**src/rtl/ram_ctrl_pkg.sv**
```systemverilog
// Shared types and defaults for the sequenced RAM controller.
// State encoding is fixed here so benches and tools agree on it.
package ram_ctrl_pkg;

    localparam int ADDR_W_DEF = 4;
    localparam int DATA_W_DEF = 4;

    typedef enum logic [2:0] {
        IDLE     = 3'd0,
        WR_SETUP = 3'd1,
        WR_PULSE = 3'd2,
        WR_HOLD  = 3'd3,
        RD_EN    = 3'd4,
        RD_CAP   = 3'd5,
        RSP      = 3'd6
    } state_t;

endpackage

```
**src/rtl/ram_seq_ctrl.sv**
```systemverilog
// Sequencer for an async-strobe RAM: setup/pulse/hold writes, two-cycle reads.
// Define RAM_SEQ_CTRL_VERIFY_EN to read back each write and flag mismatches.
module ram_seq_ctrl
    import ram_ctrl_pkg::*;
#(
    parameter int ADDR_W = ADDR_W_DEF,
    parameter int DATA_W = DATA_W_DEF
) (
    input  logic              clk,
    input  logic              rst,
    input  logic              req_valid,
    output logic              req_ready,
    input  logic              req_wr,
    input  logic [ADDR_W-1:0] req_addr,
    input  logic [DATA_W-1:0] req_wdata,
    output logic              rsp_valid,
    output logic [DATA_W-1:0] rsp_rdata,
    output logic              rsp_err,
    output logic [ADDR_W-1:0] ram_addr,
    output logic [DATA_W-1:0] ram_datain,
    output logic              ram_read,
    output logic              ram_write,
    input  logic [DATA_W-1:0] ram_dataout
);

    state_t state;
    state_t next;
    logic   accept;

`ifdef RAM_SEQ_CTRL_VERIFY_EN
    logic wr_q;
    logic err_q;

    assign rsp_err = err_q;
`else
    assign rsp_err = 1'b0;
`endif

    always_comb begin
        next   = state;
        accept = 1'b0;
        unique case (state)
            IDLE: begin
                if (req_valid && req_ready) begin
                    accept = 1'b1;
                    next   = req_wr ? WR_SETUP : RD_EN;
                end
            end
            WR_SETUP: next = WR_PULSE;
            WR_PULSE: next = WR_HOLD;
`ifdef RAM_SEQ_CTRL_VERIFY_EN
            WR_HOLD:  next = RD_EN;
`else
            WR_HOLD:  next = RSP;
`endif
            RD_EN:    next = RD_CAP;
            RD_CAP:   next = RSP;
            RSP:      next = IDLE;
            default:  next = IDLE;
        endcase
    end

    always_ff @(posedge clk) begin
        if (rst) begin
            state <= IDLE;
        end else begin
            state <= next;
        end
    end

    // Strobes are decoded from next state so they line up with the state itself.
    always_ff @(posedge clk) begin
        if (rst) begin
            req_ready  <= 1'b1;
            rsp_valid  <= 1'b0;
            rsp_rdata  <= '0;
            ram_addr   <= '0;
            ram_datain <= '0;
            ram_read   <= 1'b0;
            ram_write  <= 1'b0;
`ifdef RAM_SEQ_CTRL_VERIFY_EN
            wr_q       <= 1'b0;
            err_q      <= 1'b0;
`endif
        end else begin
            req_ready <= (next == IDLE);
            rsp_valid <= (next == RSP);
            ram_write <= (next == WR_PULSE);
            ram_read  <= (next == RD_EN) || (next == RD_CAP);
            if (accept) begin
                ram_addr   <= req_addr;
                ram_datain <= req_wr ? req_wdata : '0;
                rsp_rdata  <= '0;
`ifdef RAM_SEQ_CTRL_VERIFY_EN
                wr_q       <= req_wr;
                err_q      <= 1'b0;
`endif
            end
            if (state == RD_CAP) begin
                rsp_rdata <= ram_dataout;
`ifdef RAM_SEQ_CTRL_VERIFY_EN
                err_q     <= wr_q && (ram_dataout != ram_datain);
`endif
            end
        end
    end

endmodule

```
**config.mk**
```make
export PLATFORM = sky130hd
export DESIGN_NAME = ram_seq_ctrl
export DESIGN_NICKNAME = d
export VERILOG_FILES = /design/src/rtl/ram_ctrl_pkg.sv /design/src/rtl/ram_seq_ctrl.sv
export SDC_FILE = /design/constraint.sdc
export NUM_CORES = 1
export LEC_CHECK = 0
export ABC_CLOCK_PERIOD_IN_PS = 1900
export CORE_UTILIZATION = 44
export CTS_CLUSTER_SIZE = 14
export DETAILED_ROUTE_END_ITERATION = 8
export PLACE_DENSITY = 0.83
export RECOVER_POWER = 50
export SLEW_MARGIN = 20
export SYNTH_ARGS = -nofsm -noshare
export SYNTH_HDL_FRONTEND = slang
export SYNTH_SLANG_ARGS = --single-unit
```
**constraint.sdc**
```tcl
create_clock -name clk -period 1.9 [get_ports clk]
set_input_delay 0.285 -clock clk [delete_from_list [all_inputs] [get_ports clk]]
set_output_delay 0.285 -clock clk [all_outputs]
set_load 0.01 [all_outputs]
```
==> results.cfg <==
[power_and_ir_drop]
seqPwrFrac_pct = 53.1
p_clk_share_pct = 23.1
p_sw_w = 0.000241
p_int_w = 0.000632
powerDensity_mw_per_mm2 = 755
swShare_pct = 27.6
p_comb_share_pct = 23.8
peakVddDrop_v = 0.000407
p_leak_nw = 0.412

[floorplan]
die_h_um = 45.2
rows = 15
die_w_um = 45.2
ios = 33
fp.coreArea_mm2 = 0.00175
start_util_pct = 47.1
die-area_mm2 = 0.00205

[logic_synthesis]
syn_area_per_cell_um2 = 9.67
yosysWarnings = 0
synth_nets = 101
seq_area_frac_synth_pct = 46.3
syn_area_um2 = 822
synth-seq-cells = 19
netlist_instances = 85
synth_cell_type_count = 25

[cts]
cts_buffers = 3
h-tree-depth = 1
clock_sinks = 19
hold_buffers = 0
cts_root_buf = clkbuf_4
cts_buffer_depth = 2
post_cts_buffers = 0
cts_resized = 0
cts_tree = yes
insertion_delay_ns = 0.29
clk_pin_slew_ns = 0.11

[grt]
grt_max_degree = 16
gr-usage-all-layers_pct = 18.3
first_global_vias = 609
overflow = 0
grt_first_pass_wirelength_um = 2700
grt_antenna_before_repair = 0

[cells_and_area]
fin_cells = 142
layout-drive-gt1-share_pct = 6.84
nets = 134
syn2layout_area_growth_pct = 40.6
antennaDiodeCount = 0
fill_cells = 151

[critical_path]
cp-end-kind = flop
crit_path_start_kind = input pin
critPathArrivalTime_ns = 1.78
slowest_delay_ns = 0.59
crit_path_max_fanout = 6
crit_type = in -> reg
reg2reg_depth = 4
crit_slowest_cell = dlygate4sd3_1
crit_required_ns = 2.13
crit_chain = dlygate4sd3_1 > nand3b_1 > nor2_1 > clkbuf_1 > mux2i_1

[timing]
finClkSkew_ns = 0.00728
rsz0062_at_grt = false
fmax_mhz = 647
setup_viol = 0
final.period_utilization_pct = 81.3
slew_viol_final = 0
hold_viol = 0
holdWs_ns = 0.474
setup_tns_ns = 0
period_needed_ns = 1.54

[routing]
antenna_left = 0
num_vias = 684
drt_iter0_markers = 10
via_per_inst = 4.82
wl_per_cell_um = 11.3
drc = 0
drtPass1Iterations = 4
drt-total-wl_um = 1610

[outcome]
status = finished, final reports clean

[min_path]
hold_path_depth = 2
hold_path_class = reg -> reg

[place]
gp_congestion = 0.774
portBuffers = 31
placed_cells = 138
post-dp-hpwl_um = 1230

[run]
max_cap_violations = 0
==> layout make-up <==
type | instances | area (um^2) | area share (%)
multi-input combinational | 60 | 388 | 33.5
sequential | 19 | 380 | 32.9
tap | 25 | 31.3 | 2.71
clock buffer | 3 | 22.5 | 1.95
timing repair buffer | 34 | 329 | 28.5
clock inverter | 1 | 5.00 | 0.433
==> routing by layer <==
metal  GRT usage [%]  vias to the layer above  routed length, um  share of wire [%]
li1                -                      358                  -                  -
met1            24.7                      299                748                 47
met2            28.7                       25                765                 48
met3            2.40                        2                 78                4.9
met4            9.09                        0                 15               0.93
met5               0                        -                  0                  0
==> flip-flops by register name, summed over array words and instances, names as in the netlist <==
signal	cells
ram_write	1
rsp_valid	1
state	3
ram_addr	4
rsp_rdata	4
req_ready	1
ram_datain	4
ram_read	1
==> worst max-delay path, delay by kind of cell <==
kind / cells / cell delay [ns]
AND/OR/NAND/NOR: 2 / 0.35
buffers and inverters: 2 / 0.91
multiplexers: 1 / 0.23
==> cells by family (layout without fill, tap and decap cells) <==
kind of cell	after synthesis	in the layout	synth area share (%)
AOI/OAI and AO/OA	13	13	11.1
buffers and inverters	6	38	4.72
DFF	19	19	46.3
muxes	4	4	4.87
other	1	1	0.456
and+or+nand+nor	42	42	32.6
==> power groups by stage <==
stage               Combinational [W]  Clock (W)  Sequential (W)
global route                 0.000228   0.000226        0.000470
finish                       0.000208   0.000202        0.000463
global placement             0.000217          0        0.000473
detailed placement           0.000221          0        0.000474
CTS                          0.000222   0.000207        0.000465
floorplan                    0.000121          0        0.000473
==> layout by cell type (no fill, tap or decap), drive strengths merged, types with 5 or more instances in the layout <==
master,n
clkdlybuf4s50,29
dfxtp,19
nand2,5
nand2b,15
nand3b,7
nor2,5
==> synth_stat cells <==
library cell	number	area share (%)
dfxtp_1	19	46
nand2b_1	15	11
nand3b_1	6	5.5
nand2_1	5	2.3
mux2i_1	4	4.9
nor2_1	4	1.8
o21ai_1	4	2.4
o2bb2ai_1	4	4.3
or4_1	4	3.7
nor3_1	3	1.8
buf_4	2	1.8
clkbuf_1	2	0.91
a2111oi_0	1	1.1
a21o_1	1	0.91
a21oi_1	1	0.61
a311oi_1	1	1.1
a31oi_1	1	0.76
and3b_1	1	1.1
buf_2	1	0.61
buf_6	1	1.4
conb_1	1	0.46
nand3b_4	1	2.4
nor2_2	1	0.76
or2_2	1	0.76
or2_4	1	1.1
==> per-stage QoR <==
stage	total power, W	util, %	setup WS [ns]	area, um^2
detailed placement	0.000695	65.7	0.244	1150
floorplan	0.000594	-	0.665	822
global route	0.000924	66.2	0.210	1160
finish	0.000873	66.2	0.355	1160
CTS	0.000894	67.3	0.318	1170
global placement	0.000690	65.7	0.293	1150
==> path summary, 6_finish.rpt <==
path	startpoint	to	slack [ns]
worst max-delay path	req_valid	ram_addr[1]$_SDFFE_PP0P_	0.36
worst min-delay path	ram_addr[2]$_SDFFE_PP0P_	ram_addr[2]$_SDFFE_PP0P_	0.47
worst max register to register	state[2]$_SDFF_PP0_	ram_addr[1]$_SDFFE_PP0P_	0.45
worst min register to register	ram_addr[2]$_SDFFE_PP0P_	ram_addr[2]$_SDFFE_PP0P_	0.47
Note: power is estimated with default switching activity, not from simulation.
